==> src/rtl/hazard_stall_ctrl.sv <==
// hazard_stall_ctrl: pipeline sequencing for the 5-stage core.
// Covers load-use stalls, taken-branch flushes and multi-cycle mult/div
// execution (IDLE -> WAIT -> DONE), driving PC/latch enables and the
// mult/div start/handshake.
// Optional feature macro: HAZARD_MD_TIMEOUT_EN (abort a mult/div that never
// returns md_ready after MD_TIMEOUT wait cycles, as an exception writeback).
module hazard_stall_ctrl #(
  parameter int MD_TIMEOUT = 40,
  parameter int CNT_W      = 6
) (
  input  logic        clock,
  input  logic        reset_n,
  input  logic [31:0] FDIR,
  input  logic [31:0] DXIR,
  input  logic        branch_taken,
  input  logic        md_ready,
  input  logic        md_exception,
  output logic        pc_we,
  output logic        fd_we,
  output logic        dx_bubble,
  output logic        fd_flush,
  output logic        ctrl_mult,
  output logic        ctrl_div,
  output logic        md_busy,
  output logic        md_wb_valid,
  output logic        md_exc
);

  typedef enum logic [1:0] {S_IDLE, S_WAIT, S_DONE} state_t;

  localparam logic [CNT_W-1:0] CNT_MAX = {CNT_W{1'b1}};

  if (2**CNT_W <= MD_TIMEOUT) begin : g_cnt_w_too_small
    $error("CNT_W too narrow to reach MD_TIMEOUT");
  end

  state_t           state_q, state_d;
  logic [CNT_W-1:0] cnt_q, cnt_d;
  logic             ctrl_mult_q, ctrl_mult_d;
  logic             ctrl_div_q, ctrl_div_d;
  logic             md_busy_q, md_busy_d;
  logic             md_wb_valid_q, md_wb_valid_d;
  logic             md_exc_q, md_exc_d;

  logic [4:0] fd_op, fd_rd, fd_rs, fd_rt;
  logic [4:0] dx_op, dx_rd, dx_alu;
  logic       fd_uses_rs, fd_uses_rt, fd_uses_rd;
  logic       load_use, md_op;
  logic       unused_ir_bits;

  assign fd_op  = FDIR[31:27];
  assign fd_rd  = FDIR[26:22];
  assign fd_rs  = FDIR[21:17];
  assign fd_rt  = FDIR[16:12];
  assign dx_op  = DXIR[31:27];
  assign dx_rd  = DXIR[26:22];
  assign dx_alu = DXIR[6:2];

  assign unused_ir_bits = ^{FDIR[11:0], DXIR[21:7], DXIR[1:0]};

  // Which operand slots of the F/D instruction are register reads
  always_comb begin
    fd_uses_rs = (fd_op == 5'd0) || (fd_op == 5'd5) || (fd_op == 5'd7) || (fd_op == 5'd8);
    fd_uses_rt = (fd_op == 5'd0);
    fd_uses_rd = (fd_op == 5'd7) || (fd_op == 5'd2) || (fd_op == 5'd6) || (fd_op == 5'd4);
  end

  assign load_use = (dx_op == 5'd8) && (dx_rd != 5'd0) &&
                    ((fd_uses_rs && (fd_rs == dx_rd)) ||
                     (fd_uses_rt && (fd_rt == dx_rd)) ||
                     (fd_uses_rd && (fd_rd == dx_rd)));

  assign md_op = (dx_op == 5'd0) && ((dx_alu == 5'd6) || (dx_alu == 5'd7));

  // Pipeline enables: mult/div states own the pipe, else flush beats load-use
  always_comb begin
    pc_we     = 1'b1;
    fd_we     = 1'b1;
    dx_bubble = 1'b0;
    fd_flush  = 1'b0;
    case (state_q)
      S_WAIT: begin
        pc_we = 1'b0;
        fd_we = 1'b0;
      end
      S_DONE: begin
        // Bubble behind the finished op so the held mult/div is not reissued
        dx_bubble = 1'b1;
      end
      default: begin
        if (branch_taken) begin
          fd_flush  = 1'b1;
          dx_bubble = 1'b1;
        end else if (load_use) begin
          pc_we     = 1'b0;
          fd_we     = 1'b0;
          dx_bubble = 1'b1;
        end
      end
    endcase
  end

  // Mult/div sequencing: next state, cycle counter and registered handshakes
  always_comb begin
    state_d       = state_q;
    cnt_d         = cnt_q;
    ctrl_mult_d   = 1'b0;
    ctrl_div_d    = 1'b0;
    md_busy_d     = md_busy_q;
    md_wb_valid_d = 1'b0;
    md_exc_d      = 1'b0;
    case (state_q)
      S_IDLE: begin
        if (md_op && !branch_taken) begin
          state_d     = S_WAIT;
          cnt_d       = '0;
          md_busy_d   = 1'b1;
          ctrl_mult_d = (dx_alu == 5'd6);
          ctrl_div_d  = (dx_alu == 5'd7);
        end
      end
      S_WAIT: begin
        cnt_d = (cnt_q == CNT_MAX) ? cnt_q : cnt_q + 1'b1;
        if (md_ready) begin
          state_d       = S_DONE;
          md_busy_d     = 1'b0;
          md_wb_valid_d = 1'b1;
          md_exc_d      = md_exception;
        end
`ifdef HAZARD_MD_TIMEOUT_EN
        else if (cnt_q == CNT_W'(MD_TIMEOUT)) begin
          // Unit never answered: retire the op as an exception writeback
          state_d       = S_DONE;
          md_busy_d     = 1'b0;
          md_wb_valid_d = 1'b1;
          md_exc_d      = 1'b1;
        end
`endif
      end
      S_DONE: begin
        state_d   = S_IDLE;
        md_busy_d = 1'b0;
      end
      default: begin
        state_d   = S_IDLE;
        md_busy_d = 1'b0;
      end
    endcase
  end

  // State and handshake registers; reset abandons any operation in flight
  always_ff @(posedge clock) begin
    if (!reset_n) begin
      state_q       <= S_IDLE;
      cnt_q         <= '0;
      ctrl_mult_q   <= 1'b0;
      ctrl_div_q    <= 1'b0;
      md_busy_q     <= 1'b0;
      md_wb_valid_q <= 1'b0;
      md_exc_q      <= 1'b0;
    end else begin
      state_q       <= state_d;
      cnt_q         <= cnt_d;
      ctrl_mult_q   <= ctrl_mult_d;
      ctrl_div_q    <= ctrl_div_d;
      md_busy_q     <= md_busy_d;
      md_wb_valid_q <= md_wb_valid_d;
      md_exc_q      <= md_exc_d;
    end
  end

  assign ctrl_mult   = ctrl_mult_q;
  assign ctrl_div    = ctrl_div_q;
  assign md_busy     = md_busy_q;
  assign md_wb_valid = md_wb_valid_q;
  assign md_exc      = md_exc_q;

endmodule

==> config.mk <==
export PLATFORM = sky130hd
export DESIGN_NAME = hazard_stall_ctrl
export DESIGN_NICKNAME = d
export VERILOG_FILES = /design/src/rtl/hazard_stall_ctrl.sv
export SDC_FILE = /design/constraint.sdc
export NUM_CORES = 1
export LEC_CHECK = 0
export ABC_CLOCK_PERIOD_IN_PS = 5000
export CAP_MARGIN = 20
export CORE_MARGIN = 1
export CORE_UTILIZATION = 26
export CTS_CLUSTER_SIZE = 10
export DETAILED_ROUTE_END_ITERATION = 10
export PLACE_DENSITY = 0.84
export RECOVER_POWER = 25
export SYNTH_ARGS = -nofsm -noshare
export SYNTH_HDL_FRONTEND = slang
export SYNTH_SLANG_ARGS = --single-unit
==> constraint.sdc <==
create_clock -name clock -period 5 [get_ports clock]
set_clock_uncertainty 0.05 [all_clocks]
set_input_delay 1 -clock clock [delete_from_list [all_inputs] [get_ports clock]]
set_output_delay 1 -clock clock [all_outputs]
set_load 0.05 [all_outputs]
==> flow_summary.json <==
{
  "status": "complete, no violations",
  "ios": 78,
  "grt_pass1_vias": 710,
  "drive_gt1_frac": 0.0427,
  "setup_violations": 0,
  "antenna_cells": 0,
  "clock_latency_ns": 0.24,
  "clock-root-buffer": "clkbuf_4",
  "syn_area_um2": 577,
  "avgRoutedWirePerCell_um": 12.1,
  "h-tree-depth": 1,
  "slew_headroom": 0.578,
  "clkTransAtPathRegs_ns": 0.04,
  "cts_hold_buf": 0,
  "period_share": 0.928,
  "antenna_found_initial": 0,
  "synthCells": 67,
  "timing.setup.critical_path_class": "primary input to output pin",
  "synth_cell_types": 30,
  "synth_top_area_share": 0.208,
  "fmax_mhz": 216,
  "end_kind": "output pin",
  "regArea_um2": 120,
  "start_util": 0.285,
  "overflow": 0,
  "place_congestion": 0.759,
  "power.leakage_uw": 0.000400,
  "layout_common_cells": "clkdlybuf4s50_1 (47), xor2_1 (8), xnor2_1 (7), dfxtp_1 (6), inv_1 (5)",
  "synth_area_leaders": "dfxtp_1 (21%), xor2_1 (12%), xnor2_1 (11%)",
  "synth_edf_count": 0,
  "yosysTopAreaCell": "dfxtp_1",
  "multi_input_area_um2": 424,
  "cts_setup_buffers": 0,
  "cts.repair.resized": 0,
  "fin_nets": 191,
  "hpwl_um": 1500,
  "final_core_util": 0.544,
  "io_buffers": 48,
  "cts.sinks": 6,
  "drt-pass1-iter-count": 4,
  "viasPerCell": 4.65,
  "syn_area_per_cell_um2": 8.61,
  "required_ns": 3.95,
  "rsz0062_at_grt": "false",
  "grt_pass1_wl_um": 2970,
  "core_area_um2": 2020,
  "wirelength_um": 1750,
  "seq_area_frac_synth": 0.208,
  "layout_commonest_cell": "clkdlybuf4s50_1",
  "dieArea_um2": 2410,
  "crit_fanout": 4,
  "drc": 0,
  "maxSlewViolCount": 0,
  "cts_buffer_depth": 2,
  "grt_usage": 0.162,
  "worstMarginPinSlew_ns": 0.627,
  "grt_max_degree": 6,
  "ant_nets": 0,
  "p_per_area_nw_per_um2": 136,
  "cts-buffers-inserted": 3,
  "via_count": 669,
  "die_h_um": 49.1,
  "period_needed_ns": 4.64,
  "syn_nets": 139,
  "num_rows": 16,
  "nFillCells": 189,
  "synth-seq-cells": 6,
  "maxCapViolCount": 0,
  "drt-initial-drc-count": 17,
  "finalSetupTns_ns": 0,
  "synthArstFlopShare": 0,
  "cts_tree": "built",
  "ys_warn_count": 0,
  "synth_flop_cell": "dfxtp_1",
  "die_w_um": 49.1,
  "area_growth_pct": 90.7,
  "worst_setup_path_start_kind": "primary input",
  "hold_viol": 0,
  "crit_arrival_ns": 3.59,
  "hp-class": "flop to flop",
  "peakVddDrop_mv": 0.0675
}
==> routing by layer <==
layer	vias to the layer above	global-route usage	share of wire
li1	345	-	-
met1	301	0.150	0.38
met2	21	0.333	0.58
met3	2	0.0249	0.030
met4	0	0.0735	0.0097
met5	-	0	0
==> logic make-up (layout without fill, tap and decap cells) <==
logic type / Yosys count / after routing / share of synthesized area
and+or+nand+nor: 27 / 27 / 0.291
adders and majority gates: 3 / 3 / 0.0651
buffers and inverters: 6 / 56 / 0.0456
DFF: 6 / 6 / 0.208
xor gates and xnor gates: 15 / 15 / 0.228
AOI/OAI and AO/OA: 10 / 10 / 0.163
==> synth_stat cells, drive strengths merged (2+ instances only) <==
library cell  n
nor3          4
xor2          8
nand2b        2
dfxtp         6
inv           5
nor4          3
a21oi         3
ha            3
nand3         2
nor2b         3
xnor2         7
or4           2
nand2         3
nor2          2
==> state kept, by name, indices dropped and copies added (netlist names) <==
register     cells
md_exc           1
ctrl_div         1
ctrl_mult        1
md_wb_valid      1
md_busy          1
state_q          1
==> per-stage QoR <==
stage | hold slack, ns | cells | worst slack, ns | cell area, um2 | total power (uW)
after floorplan | 0.456 | 67 | 0.956 | 577 | 68.0
after global placement | 0.472 | 141 | 0.425 | 1080 | 107
after detailed placement | 0.496 | 141 | 0.383 | 1080 | 108
after CTS | 0.503 | 144 | 0.371 | 1110 | 153
after global routing | 0.533 | 144 | 0.225 | 1100 | 161
final | 0.506 | 144 | 0.362 | 1100 | 150
==> power breakdown <==
group | internal (uW) | leakage (uW) | total [uW] | switching [uW]
clock network | 27.0 | 0.0000138 | 43.0 | 15.9
registers | 48.1 | 0.0000483 | 48.1 | 0.0373
logic | 37.9 | 0.000338 | 59.0 | 21.1
total | 113 | 0.000400 | 150 | 37.1
==> worst paths after layout <==
check / startpoint / endpoint / slack, ns / depth (start not counted)
hold / removal: state_q[1]$_SDFFE_PN0P_ / state_q[1]$_SDFFE_PN0P_ / 0.51 / 2
setup reg to reg: state_q[1]$_SDFFE_PN0P_ / md_busy$_SDFFE_PN0P_ / 3.77 / 5
hold reg to reg: state_q[1]$_SDFFE_PN0P_ / state_q[1]$_SDFFE_PN0P_ / 0.51 / 2
setup / recovery: DXIR[22] / pc_we / 0.36 / 7
==> critical path, stage by stage <==
cell             delay, ns
clkdlybuf4s50_1       0.65
xnor2_1               0.16
o211ai_1              0.10
or4_1                 0.55
o41ai_1               0.29
a21oi_1               0.12
clkdlybuf4s50_1       0.72
==> area by class of cell <==
cell class                 count  share of cell area
sequential                     6               0.109
tap                           27              0.0307
clock buffer                   3              0.0205
timing repair buffer          48               0.437
inverter                       5              0.0171
multi-input combinational     55               0.386
(Power assumes the default switching activity.)
